==> src/rtl/store_pkg.sv <==
`default_nettype none
// ------------------------------------------------------------------
// store_pkg : funct3 store encodings, FSM state type, lane count
// Rev 1.0
// ------------------------------------------------------------------
package store_pkg;

  localparam logic [2:0] SB = 3'b000;
  localparam logic [2:0] SH = 3'b001;
  localparam logic [2:0] SW = 3'b010;

  localparam int unsigned LANES = 4;

  typedef enum logic [1:0] {
    ST_IDLE  = 2'd0,
    ST_BEAT0 = 2'd1,
    ST_BEAT1 = 2'd2,
    ST_ERR   = 2'd3
  } state_t;

endpackage
`default_nettype wire

==> src/rtl/store_lane_shift.sv <==
`default_nettype none
// ------------------------------------------------------------------
// store_lane_shift : positions store data and byte mask over 8 lanes
// Rev 1.0
// ------------------------------------------------------------------
module store_lane_shift
  import store_pkg::*;
(
  input  logic [2:0]  funct3_i,
  input  logic [1:0]  off_i,
  input  logic [31:0] data_i,
  output logic [63:0] data_o,
  output logic [7:0]  mask_o,
  output logic        legal_o
);

  logic [3:0]  base_mask;
  logic [63:0] shifted;

  always_comb begin
    base_mask = 4'b0000;
    legal_o   = 1'b1;
    case (funct3_i)
      SB:      base_mask = 4'b0001;
      SH:      base_mask = 4'b0011;
      SW:      base_mask = 4'b1111;
      default: legal_o   = 1'b0;
    endcase
    mask_o  = {4'b0000, base_mask} << off_i;
    shifted = {32'h0, data_i} << {off_i, 3'b000};
  end

  // Disabled lanes carry zero so stale high bytes of rs2 never reach memory.
  for (genvar i = 0; i < 2 * LANES; i++) begin : g_lane
    assign data_o[8*i +: 8] = shifted[8*i +: 8] & {8{mask_o[i]}};
  end

endmodule
`default_nettype wire

==> src/rtl/store_align_unit.sv <==
`default_nettype none
// ------------------------------------------------------------------
// store_align_unit : turns byte/half/word stores into 1-2 aligned beats
// Rev 1.0
// ------------------------------------------------------------------
module store_align_unit
  import store_pkg::*;
#(
  parameter bit ALLOW_MISALIGNED = 1'b1
) (
  input  logic        clk_i,
  input  logic        rst_n_i,
  input  logic        req_valid_i,
  output logic        req_ready_o,
  input  logic [2:0]  funct3_i,
  input  logic [31:0] addr_i,
  input  logic [31:0] data_i,
  output logic        mem_valid_o,
  input  logic        mem_ready_i,
  output logic [31:0] mem_addr_o,
  output logic [31:0] mem_wdata_o,
  output logic [3:0]  mem_be_o,
  output logic        done_o,
  output logic        err_o,
  output logic        busy_o
);

  state_t      state_q,     state_d;
  logic        mem_valid_q, mem_valid_d;
  logic [31:0] addr_q,      addr_d;
  logic [31:0] wdata_q,     wdata_d;
  logic [3:0]  be_q,        be_d;
  logic [31:0] hi_wdata_q,  hi_wdata_d;
  logic [3:0]  hi_be_q,     hi_be_d;

  logic [63:0] sh_data;
  logic [7:0]  sh_mask;
  logic        sh_legal;
  logic        accept;
  logic        crossing;

  store_lane_shift u_shift (
    .funct3_i (funct3_i),
    .off_i    (addr_i[1:0]),
    .data_i   (data_i),
    .data_o   (sh_data),
    .mask_o   (sh_mask),
    .legal_o  (sh_legal)
  );

  assign req_ready_o = (state_q == ST_IDLE);
  assign accept      = req_valid_i && req_ready_o;
  assign crossing    = (sh_mask[7:4] != 4'b0000);

  always_comb begin
    state_d     = state_q;
    mem_valid_d = mem_valid_q;
    addr_d      = addr_q;
    wdata_d     = wdata_q;
    be_d        = be_q;
    hi_wdata_d  = hi_wdata_q;
    hi_be_d     = hi_be_q;
    case (state_q)
      ST_IDLE: begin
        if (accept) begin
          if (!sh_legal || (crossing && !ALLOW_MISALIGNED)) begin
            state_d = ST_ERR;
          end else begin
            state_d     = ST_BEAT0;
            mem_valid_d = 1'b1;
            addr_d      = {addr_i[31:2], 2'b00};
            wdata_d     = sh_data[31:0];
            be_d        = sh_mask[3:0];
            hi_wdata_d  = sh_data[63:32];
            hi_be_d     = sh_mask[7:4];
          end
        end
      end
      ST_BEAT0: begin
        if (mem_ready_i) begin
          if (hi_be_q != 4'b0000) begin
            // Wraps naturally at the top of the address space.
            state_d = ST_BEAT1;
            addr_d  = addr_q + 32'd4;
            wdata_d = hi_wdata_q;
            be_d    = hi_be_q;
          end else begin
            state_d     = ST_IDLE;
            mem_valid_d = 1'b0;
          end
        end
      end
      ST_BEAT1: begin
        if (mem_ready_i) begin
          state_d     = ST_IDLE;
          mem_valid_d = 1'b0;
        end
      end
      default: begin
        state_d = ST_IDLE;
      end
    endcase
  end

  always_ff @(posedge clk_i or negedge rst_n_i) begin
    if (!rst_n_i) begin
      state_q     <= ST_IDLE;
      mem_valid_q <= 1'b0;
      addr_q      <= 32'h0;
      wdata_q     <= 32'h0;
      be_q        <= 4'h0;
      hi_wdata_q  <= 32'h0;
      hi_be_q     <= 4'h0;
    end else begin
      state_q     <= state_d;
      mem_valid_q <= mem_valid_d;
      addr_q      <= addr_d;
      wdata_q     <= wdata_d;
      be_q        <= be_d;
      hi_wdata_q  <= hi_wdata_d;
      hi_be_q     <= hi_be_d;
    end
  end

  assign mem_valid_o = mem_valid_q;
  assign mem_addr_o  = addr_q;
  assign mem_wdata_o = wdata_q;
  assign mem_be_o    = be_q;
  assign busy_o      = (state_q != ST_IDLE);
  assign err_o       = (state_q == ST_ERR);
  assign done_o      = mem_valid_q && mem_ready_i &&
                       ((state_q == ST_BEAT1) ||
                        ((state_q == ST_BEAT0) && (hi_be_q == 4'b0000)));

endmodule
`default_nettype wire

==> config.mk <==
export PLATFORM = sky130hd
export DESIGN_NAME = store_align_unit
export DESIGN_NICKNAME = d
export VERILOG_FILES = /design/src/rtl/store_pkg.sv /design/src/rtl/store_lane_shift.sv /design/src/rtl/store_align_unit.sv
export SDC_FILE = /design/constraint.sdc
export NUM_CORES = 1
export LEC_CHECK = 0
export ABC_AREA = 0
export BUFFER_PORTS_ARGS = -buffer_cell sky130_fd_sc_hd__buf_4
export CAP_MARGIN = 20
export CELL_PAD_IN_SITES_DETAIL_PLACEMENT = 1
export CELL_PAD_IN_SITES_GLOBAL_PLACEMENT = 1
export CORE_MARGIN = 5
export CORE_UTILIZATION = 43
export CTS_CLUSTER_DIAMETER = 100
export CTS_CLUSTER_SIZE = 40
export DETAILED_ROUTE_END_ITERATION = 10
export GPL_TIMING_DRIVEN = 0
export PLACE_DENSITY = 0.85
export SYNTH_ARGS = -nofsm -noshare
export SYNTH_HDL_FRONTEND = slang
export SYNTH_SLANG_ARGS = --single-unit
==> constraint.sdc <==
create_clock -name clk_i -period 3.9 [get_ports clk_i]
set_input_delay 0.585 -clock clk_i [delete_from_list [all_inputs] [get_ports clk_i]]
set_output_delay 0.585 -clock clk_i [all_outputs]
set_load 0.01 [all_outputs]
==> impl_results.md, run 1 <==
* Run status: complete, no violations
* Setup violators final at 0
* Overall die height at 122 microns
* Buf+Inv Stages, Crit Path at 5
* Number of global-route vias before repair at 5871
* Ports at 144
* Length of the first detailed-routing pass in iterations at 5
* Number of instances in the synthesized netlist at 576
* CTS root buffer: sky130_fd_sc_hd__clkbuf_16
* Combinational family with the most area after synthesis: compound AO/OA/AOI/OAI gates
* Pwr Density at 781 nW/um^2
* Average vias per placed instance at 6.16
* Total via count in the routed design at 5585
* Share of the synthesized netlist area taken by xor and xnor gates at 0%
* Final number of max-transition violations at 0
* Cell chain of the critical path: inv_1 -> ha_1 -> buf_2 -> buf_1 -> clkbuf_1 -> a21oi_1 -> nor2_1 -> buf_4
* Setup repair after global routing missed its margin: no
* Average instance area after synthesis at 9.42 sq um
* Hold buffer count at cts at 0
* GRT overflow at 0
* Total routing resource utilization after global routing at 27.9%
* Buffers on Ports at 140
* Fraction of layout cells with a size suffix above 1 at 29.2%
* Flops & latches, synth at 96
* Maximum number of pins on one net before global-route repair at 56
* Logic depth of the worst register-to-register path at 8
* Share of the synthesized area in compound gates (AO/OA/AOI/OAI) at 23.1%
* Buffer levels on the longest clock path at 2
* Worst r2r src: state_q[1]
* Maximum resistive drop on vdd at 0.440 mV
* Most frequent cells after synthesis: sky130_fd_sc_hd__dfrtp_1, sky130_fd_sc_hd__nand2_1, sky130_fd_sc_hd__nor2_1, sky130_fd_sc_hd__o21ai_0, sky130_fd_sc_hd__mux2i_1
* Global placer's final weighted congestion at 0.956
* Worst flop-to-flop path endpoint: mem_wdata_o[20]
* Worst slew margin at 42.5%
* Proportion of register bits with asynchronous set or reset after synthesis at 100%
* Synth cell types at 58
* Net count, final at 805
* Initial drt markers at 531
* Reg2Reg Setup Slack at 1.26 ns
* Measured slew at the worst slew-check pin at 0.861 ns
* Mux cell area share after synthesis at 8.14%
* Sum of routed wire length over all layers at 20700 microns
* Fraction of the mapped netlist area in adder cells at 1.15%
* DP HPWL at 15200 microns
* Logic depth of the worst path, buffers included at 8
* Fmax at 304 MHz
* Final worst-path cycle share at 84.2%
* Width of the die at 122 microns
* Setup slack of the critical path after layout at 0.615 ns
* ANT nets after route at 0
* Setup crit end kind: primary output
* Final critical delay including setup and external delays at 3.28 ns
* Htree depth at 3
* Number of antenna violations at the first check in global routing at 0
* Starting density of the core at 43.4%
* Number of cells upsized or downsized after cts at 0
* Area post-placement at 6720 sq um
* Std-Cell Rows at 41
* Number of hold-slack violations in the final timing report at 0
* TritonCTS buffer count at 9
* Crit path largest cell delay at 0.53 ns
* Warning count from the yosys run at 0
* Commonest register cell after synthesis: sky130_fd_sc_hd__dfrtp_1
* Clock sink count at 96
* Number of enable-type register cells in the synthesized netlist at 0
* Critical path's slowest cell: sky130_fd_sc_hd__clkbuf_1
* Share of the synthesized area in the top cell type at 44.3%
* Fraction of the mapped netlist area in simple logic gates at 19.2%
* Cell type with the highest aggregate area in the netlist: sky130_fd_sc_hd__dfrtp_1
* Area added between synthesis and finish at 29.5%
* Hold WC Path Type: input pin to asynchronous set/reset pin
* Cell area after synthesis at 5430 sq um
* Final total negative setup slack at 0 ns
* Core outline area at 12500 sq um
* Post-route standard cell area excluding fillers at 7030 sq um
* Max-cap violation count at 0
* Most repeated cell in the gate-level netlist after synthesis: sky130_fd_sc_hd__dfrtp_1
* Critical path fanouts, max at 10
* Startpoint kind of the worst setup timing path: register
* Family of cells with the greatest summed delay on the critical path: buffers and inverters
* Clock transition at path regs at 0.07 ns
* Total power of the final layout at 5490 uW
* Number of buffers inserted by post-CTS setup repair at 0
* Post-Place Setup Slack at 1.03 ns
* Largest cells by area after synthesis: sky130_fd_sc_hd__dfrtp_1, sky130_fd_sc_hd__mux2i_1, sky130_fd_sc_hd__o21ai_0
* Share of the yosys chip area belonging to registers at 44.3%
* Antenna diode count at 0
* Setup Skew at 0.00635 ns
* DRC Markers at 0
* Final core occ at 56.1%
* Die ar. at 15000 sq um
* Clock tree from TritonCTS: built
* Wire length of the first global-routing pass at 32300 microns
* Required time at the endpoint of the critical path at 3.31 ns
* WL/cell at 22.9 microns
* Lkg Pwr at 0.00325 uW
* Worst setup path class: register to primary output
* Crit path DAT at 2.70 ns
* Clock insertion delay at the later pin of the skew report at 0.35 ns
-- flip-flops by register name, summed over array words and instances (netlist names) --
name and flops:
mem_valid_o 1, hi_be_q 3, mem_addr_o 30, hi_wdata_q 24, mem_be_o 4, state_q 2, mem_wdata_o 32
-- worst max-delay path by stage --
stage	start	end	slack, ns
CTS	state_q[1]	done_o	0.65
global route	state_q[1]	done_o	0.48
global placement	state_q[1]	done_o	1.13
detailed placement	state_q[1]	done_o	1.03
floorplan	state_q[1]	done_o	1.72
finish	state_q[1]	done_o	0.62
-- cells by family (layout without fill, tap and decap cells) --
kind of cell | after synthesis | in the layout
simple gates | 203 | 203
compound gates | 179 | 179
flops | 96 | 96
buf+inv | 49 | 206
mux | 43 | 43
fa+ha+maj | 5 | 5
other cells | 1 | 2
-- where the power goes --
part / switching, uW / internal [uW]
clock network: 424 / 508
logic: 1590 / 1150
registers: 411 / 1410
-- metal layers --
metal | part of all wire, % | vias up | GRT usage [%]
met2 | 50 | 235 | 46.7
met4 | 1.8 | 0 | 7.49
met3 | 7.1 | 32 | 5.39
li1 | - | 2460 | -
met5 | 0 | - | 0
met1 | 41 | 2858 | 37.1
-- metrics by stage --
stage | cells | hold WS (ns)
final | 906 | 0.235
after detailed placement | 890 | 0.476
after CTS | 906 | 0.255
after global routing | 906 | 0.281
after global placement | 889 | 0.463
after floorplan | 577 | 0.289
-- cell usage in the layout (no fill, tap or decap), types with 3 or more instances in the layout --
cell type	instances
sky130_fd_sc_hd__inv_6	3
sky130_fd_sc_hd__a221oi_1	24
sky130_fd_sc_hd__nor3_1	10
sky130_fd_sc_hd__mux2i_1	34
sky130_fd_sc_hd__o21ai_0	49
sky130_fd_sc_hd__nor2b_1	3
sky130_fd_sc_hd__nor4_2	4
sky130_fd_sc_hd__a21oi_2	4
sky130_fd_sc_hd__clkbuf_1	19
sky130_fd_sc_hd__a21oi_1	26
sky130_fd_sc_hd__nand3_1	16
sky130_fd_sc_hd__inv_1	7
sky130_fd_sc_hd__buf_2	16
sky130_fd_sc_hd__nor3_2	3
sky130_fd_sc_hd__a22o_1	27
sky130_fd_sc_hd__nand4_1	12
sky130_fd_sc_hd__dfrtp_1	96
sky130_fd_sc_hd__clkbuf_16	9
sky130_fd_sc_hd__a221o_1	5
sky130_fd_sc_hd__o22ai_1	17
sky130_fd_sc_hd__or3_1	3
sky130_fd_sc_hd__nand2_1	62
sky130_fd_sc_hd__a21o_1	8
sky130_fd_sc_hd__nor2_1	57
sky130_fd_sc_hd__buf_4	145
sky130_fd_sc_hd__nand4b_1	5
sky130_fd_sc_hd__ha_1	5
sky130_fd_sc_hd__and3_1	4
sky130_fd_sc_hd__mux2_2	9
sky130_fd_sc_hd__a41o_1	4
-- cell type report --
type | instances | area [sq um]
fillers | 1483 | 5490
clock inverters | 6 | 73.8
well taps | 172 | 215
flip-flops and latches | 96 | 2400
inverters | 8 | 30.0
clock buffers | 10 | 229
plain buffers | 41 | 193
multi-input cells | 432 | 2810
repair buffers | 141 | 1080
(Power assumes the default switching activity.)
==> inputs of run 2 (changes only) <==
--- a/config.mk
+++ b/config.mk
@@ -11,12 +11,12 @@
 export CELL_PAD_IN_SITES_DETAIL_PLACEMENT = 1
 export CELL_PAD_IN_SITES_GLOBAL_PLACEMENT = 1
 export CORE_MARGIN = 5
-export CORE_UTILIZATION = 43
+export CORE_UTILIZATION = 36
 export CTS_CLUSTER_DIAMETER = 100
 export CTS_CLUSTER_SIZE = 40
 export DETAILED_ROUTE_END_ITERATION = 10
 export GPL_TIMING_DRIVEN = 0
-export PLACE_DENSITY = 0.85
+export PLACE_DENSITY = 0.76
 export SYNTH_ARGS = -nofsm -noshare
 export SYNTH_HDL_FRONTEND = slang
 export SYNTH_SLANG_ARGS = --single-unit
==> constraint.sdc (replaced) <==
create_clock -name clk_i -period 2.9 [get_ports clk_i]
set_input_delay 0.435 -clock clk_i [delete_from_list [all_inputs] [get_ports clk_i]]
set_output_delay 0.435 -clock clk_i [all_outputs]
set_load 0.01 [all_outputs]
==> run 2 against run 1 <==
Effect of this change: count of clock-buffer cells in the layout down 1; global-route usage down 4.9 points; clock skew up 0.0027 ns; highest routed layer unchanged.
==> impl_results.md, run 2 (synthesis results as in run 1) <==
* Flip-flop count of the largest register, all copies and words added at 32
* Power spent charging and discharging nets at 3210 uW
* Number of buffers inserted by post-CTS setup repair at 0
* Maximum number of pins on one net before global-route repair at 65
* Global placer's final weighted congestion at 0.973
* Length of the first detailed-routing pass in iterations at 5
* DRC Markers at 0
* Most common cell after layout, fill and taps aside: sky130_fd_sc_hd__buf_4
* Lkg Pwr at 0.00326 uW
* Net count, final at 805
* Crit path DAT at 2.18 ns
* Setup crit end kind: primary output
* Part of the total power dissipated in the clock network at 17.4%
* Required time at the endpoint of the critical path at 2.47 ns
* Setup Skew at 0.00908 ns
* Critical Path Most Common Cell: sky130_fd_sc_hd__clkbuf_2
* Total routing resource utilization after global routing at 23.0%
* Clock insertion delay at the later pin of the skew report at 0.35 ns
* Critical path's slowest cell: sky130_fd_sc_hd__dfrtp_1
* TritonCTS buffer count at 9
* Logic depth of the worst register-to-register path at 8
* Initial drt markers at 361
* Crit path largest cell delay at 0.41 ns
* Measured slew at the worst slew-check pin at 0.785 ns
* CTS root buffer: sky130_fd_sc_hd__clkbuf_16
* Total via count in the routed design at 5472
* Final core occ at 48.2%
* Final total negative setup slack at 0 ns
* Average vias per placed instance at 5.96
* Pwr Density at 1040 nW/um^2
* Final critical delay including setup and external delays at 2.62 ns
* Setup slack of the critical path after layout at 0.283 ns
* Hold WC Path Type: input pin to asynchronous set/reset pin
* Highest-count cells in the layout ignoring fill and taps: sky130_fd_sc_hd__buf_4, sky130_fd_sc_hd__dfrtp_1, sky130_fd_sc_hd__nand2_1
* Fillcell total at 1733
* Width of the die at 133 microns
* Ports at 144
* Htree depth at 3
* Clock tree from TritonCTS: built
* Final number of max-transition violations at 0
* Buffers on Ports at 140
* Run status: complete, no violations
* Antenna diode count at 0
* Comb pwr share at 49.3%
* Number of antenna violations at the first check in global routing at 0
* Critical path fanouts, max at 10
* GRT overflow at 0
* Number of hold-slack violations in the final timing report at 0
* DP HPWL at 15300 microns
* Clock sink count at 96
* Final worst-path cycle share at 90.2%
* Buffer levels on the longest clock path at 2
* Fraction of power consumed by sequential logic at 33.3%
* Worst setup path class: register to primary output
* Multi-input logic area at 2810 sq um
* Internal Dissipation at 4130 uW
* Sequential cell area at 2400 sq um
* Starting density of the core at 37.1%
* Fraction of layout cells with a size suffix above 1 at 29.6%
* Startpoint kind of the worst setup timing path: register
* Core outline area at 14600 sq um
* Setup repair after global routing missed its margin: no
* Overall die height at 133 microns
* Number of global-route vias before repair at 5665
* Worst slew margin at 47.6%
* WL/cell at 22.1 microns
* Std-Cell Rows at 44
* Wire length of the first global-routing pass at 32100 microns
* Placed cell count at 902
* Clock transition at path regs at 0.07 ns
* Max-cap violation count at 0
* Die ar. at 17600 sq um
* Post-Place Setup Slack at 0.254 ns
* Area added between synthesis and finish at 30.0%
* Worst Hold Slack at 0.0254 ns
* Post-route non-filler standard cell count at 918
* ANT nets after route at 0
* Fmax at 382 MHz
* Cell chain of the critical path: inv_1 -> ha_1 -> buf_2 -> clkbuf_2 -> clkbuf_2 -> a21oi_1 -> nor2_1 -> buf_4
* Setup violators final at 0
* Share of total power consumed by net switching at 43.7%
* Sum of routed wire length over all layers at 20300 microns
* Maximum resistive drop on vdd at 0.462 mV
[run 2: path summary, 6_finish.rpt]
kind	startpoint	to	slack (ns)
setup reg to reg	state_q[1]	mem_wdata_o[7]	0.30
min in group clk_i	addr_i[19]	mem_addr_o[19]	0.31
hold reg to reg	mem_be_o[3]	mem_be_o[3]	0.49
setup / recovery	state_q[1]	done_o	0.28
hold / removal	rst_n_i	mem_addr_o[19]	0.03
max in group asynchronous	rst_n_i	hi_wdata_q[17]	2.17
[run 2: what timing repair did]
action                                  CTS  global route
endpoints found under the setup margin    1             1
pin swaps                                 0             0
resized for setup                         1             1
hold endpoints to repair                  0             0
hold buffers                              0             0
[run 2: layer usage]
metal | vias to the layer above | track usage [%] | share of wire [%]
li1 | 2461 | - | -
met1 | 2771 | 30.0 | 43
met2 | 213 | 38.7 | 49
met3 | 27 | 5.28 | 6.3
met4 | 0 | 5.83 | 1.9
met5 | - | 0 | 0
[run 2: power by group through the flow]
| stage | logic [uW] | clock network (uW) | registers (uW) |
|---|---|---|---|
| finish | 3620 | 1280 | 2450 |
| global route | 3990 | 1360 | 2530 |
| CTS | 3650 | 1310 | 2440 |
| detailed placement | 3640 | 0 | 2460 |
| global placement | 3530 | 0 | 2420 |
| floorplan | 1890 | 0 | 2520 |
[run 2: critical path: cells and delay by family (launching register included)]
kind | cells | cell delay [ns]
adder cells (fa/ha/maj) | 1 | 0.15
flip-flops | 1 | 0.41
buffers and inverters | 5 | 1.02
AND/OR/NAND/NOR | 1 | 0.10
AO/OA/AOI/OAI | 1 | 0.13
[run 2: per-stage QoR]
step | power (uW) | instance area, sq um
final | 7340 | 7050
after global routing | 7870 | 7050
after CTS | 7400 | 7050
after detailed placement | 6090 | 6740
after global placement | 5950 | 6710
after floorplan | 4410 | 5430
[run 2: cell type report]
cell class              count  area share [%]
clock buffers               9            3.19
inverters                   8           0.426
clock inverters             7            1.21
repair buffers            141            15.3
plain buffers              41            2.77
flip-flops and latches     96            34.1
multi-input cells         432            39.8
well taps                 184            3.26
==> inputs of run 3 (changes only) <==
--- a/config.mk
+++ b/config.mk
@@ -8,10 +8,10 @@
 export ABC_AREA = 0
 export BUFFER_PORTS_ARGS = -buffer_cell sky130_fd_sc_hd__buf_4
 export CAP_MARGIN = 20
-export CELL_PAD_IN_SITES_DETAIL_PLACEMENT = 1
-export CELL_PAD_IN_SITES_GLOBAL_PLACEMENT = 1
+export CELL_PAD_IN_SITES_DETAIL_PLACEMENT = 2
+export CELL_PAD_IN_SITES_GLOBAL_PLACEMENT = 2
 export CORE_MARGIN = 5
-export CORE_UTILIZATION = 36
+export CORE_UTILIZATION = 29
 export CTS_CLUSTER_DIAMETER = 100
 export CTS_CLUSTER_SIZE = 40
 export DETAILED_ROUTE_END_ITERATION = 10
==> constraint.sdc (replaced) <==
create_clock -name clk_i -period 2.9 [get_ports clk_i]
set_input_delay 0.58 -clock clk_i [delete_from_list [all_inputs] [get_ports clk_i]]
set_output_delay 0.58 -clock clk_i [all_outputs]
set_load 0.01 [all_outputs]
==> run 3 against run 2 <==
Effect of this change: first-iteration DRC count is 36% lower; sequential share of layout area fell by 0.44 points; core utilization decreased by 9.7 points; die area up 22%; final cell count increased by 5.3%; highest routed layer unchanged; sequential power is essentially flat; flip-flop and latch count is the same.
==> impl_results.md, run 3 (synthesis results as in run 1) <==
* Run status: complete, no violations
* Final worst-path cycle share at 92.6%
* TritonCTS buffer count at 9
* Initial drt markers at 232
* Global placer's final weighted congestion at 0.885
* Most common cell after layout, fill and taps aside: sky130_fd_sc_hd__buf_4
* Fillcell total at 2047
* Critical path's slowest cell: sky130_fd_sc_hd__a221oi_1
* Std-Cell Rows at 50
* Clock transition at path regs at 0.08 ns
* Number of global-route vias before repair at 6120
* Fraction of layout cells with a size suffix above 1 at 29.3%
* Hold buffer count at cts at 0
* Clock insertion delay at the later pin of the skew report at 0.36 ns
* Width of the die at 147 microns
* Wire length of the first global-routing pass at 35400 microns
* Clock tree from TritonCTS: built
* Clock sink count at 96
* Worst r2r src: state_q[1]
* Setup repair after global routing missed its margin: no
* Setup Skew at 0.0101 ns
* Highest-count cells in the layout ignoring fill and taps: sky130_fd_sc_hd__buf_4, sky130_fd_sc_hd__dfrtp_1, sky130_fd_sc_hd__nand2_1
* Required time at the endpoint of the critical path at 3.12 ns
* Sequential cell area at 2400 sq um
* Area post-placement at 6800 sq um
* DRC Markers at 0
* Starting density of the core at 29.2%
* Worst Hold Slack at 0.291 ns
* Ports at 144
* Multi-input logic area at 2810 sq um
* Overall die height at 147 microns
* CTS root buffer: sky130_fd_sc_hd__clkbuf_16
* Hold WC Path Type: input pin to asynchronous set/reset pin
* Total via count in the routed design at 5447
* Number of antenna violations at the first check in global routing at 0
* Buffer levels on the longest clock path at 2
* Average vias per placed instance at 5.63
* DP HPWL at 17300 microns
* Placed cell count at 952
* Worst setup path class: register to register
* Post-route standard cell area excluding fillers at 7140 sq um
* Startpoint kind of the worst setup timing path: register
* Total routing resource utilization after global routing at 20.9%
* Crit path DAT at 2.91 ns
* Area added between synthesis and finish at 31.6%
* Logic depth of the worst register-to-register path at 9
* Worst flop-to-flop path endpoint: mem_wdata_o[23]
* Maximum number of pins on one net before global-route repair at 55
* Maximum resistive drop on vdd at 0.442 mV
* Crit path largest cell delay at 0.44 ns
* Setup violators final at 0
* Fmax at 372 MHz
* Measured slew at the worst slew-check pin at 0.853 ns
* Die ar. at 21500 sq um
* GRT overflow at 0
* Lkg Pwr at 0.00327 uW
* Flip-flop count of the largest register, all copies and words added at 32
* Critical path fanouts, max at 17
* WL/cell at 23.6 microns
* Length of the first detailed-routing pass in iterations at 5
* Buffers on Ports at 140
* Final number of max-transition violations at 0
* Final total negative setup slack at 0 ns
* Number of hold-slack violations in the final timing report at 0
* Reg2Reg Setup Slack at 0.21 ns
* Pwr Density at 1070 nW/um^2
* Total power of the final layout at 7620 uW
* Max-cap violation count at 0
* Cell chain of the critical path: inv_1 -> ha_1 -> buf_2 -> nand2_1 -> o22ai_2 -> nand2_2 -> clkbuf_1 -> a221oi_1 -> nor2_1
* Worst slew margin at 43.0%
* ANT nets after route at 0
* Final critical delay including setup and external delays at 2.69 ns
* Crit path capture: mem_wdata_o[23]
* Post-route non-filler standard cell count at 967
* Net count, final at 804
* Sum of routed wire length over all layers at 22900 microns
* Setup crit end kind: register
* Antenna diode count at 0
* Critical path origin: state_q[1]
* Core outline area at 18600 sq um
* Htree depth at 3
-- run 3: cell types whose count changed in the layout (fill, tap and decap cells not counted), sizes merged --
cell	change
inv	-4
clkinvlp	+1
bufinv	+2
-- run 3: how the worst min path moves through the flow --
stage / start / to / slack [ns] / depth (start not counted)
finish: rst_n_i / mem_addr_o[14] / 0.29 / 1
global placement: mem_be_o[3] / mem_be_o[3] / 0.46 / 1
detailed placement: mem_be_o[3] / mem_be_o[3] / 0.47 / 1
global route: rst_n_i / mem_addr_o[24] / 0.35 / 1
CTS: rst_n_i / mem_addr_o[14] / 0.32 / 1
floorplan: rst_n_i / hi_be_q[0] / 0.28 / 0
-- run 3: metal layers --
| metal | share of wire [%] | track usage (%) | vias up |
|---|---|---|---|
| li1 | - | - | 2462 |
| met2 | 51 | 37.0 | 151 |
| met4 | 0.96 | 4.05 | 0 |
| met1 | 44 | 26.5 | 2819 |
| met5 | 0 | 0 | - |
| met3 | 4.8 | 4.29 | 15 |
-- run 3: repair_timing --
action / CTS / global route
resized for setup: 1 / 0
endpoints found under the setup margin: 1 / 0
setup buffers: 0 / 0
-- run 3: through the flow --
stage,worst slack (ns),util (%)
after floorplan,0.722,-
after global placement,0.129,36.5
after detailed placement,0.0898,36.6
after CTS,0.154,38.4
after global routing,0.0414,38.4
final,0.215,38.4
-- run 3: power breakdown --
| part | switching, uW | internal [uW] | total (uW) |
|---|---|---|---|
| logic | 2180 | 1540 | 3730 |
| clock network | 578 | 850 | 1430 |
| registers | 568 | 1900 | 2460 |
-- run 3: critical path: cells and delay by family, from the launching register on --
kind	cells	cell delay (ns)
buf+inv	3	0.74
compound gates	2	0.80
simple gates	3	0.48
fa+ha+maj	1	0.14
flops	1	0.41
-- run 3: layout make-up --
| class | instances | share of cell area (%) |
|---|---|---|
| multi-input combinational | 432 | 39.3 |
| inverter | 8 | 0.420 |
| sequential | 96 | 33.6 |
| tap | 234 | 4.10 |
| buffer | 40 | 2.66 |
| timing repair buffer | 141 | 15.1 |
| clock buffer | 10 | 3.21 |
| clock inverter | 6 | 1.61 |
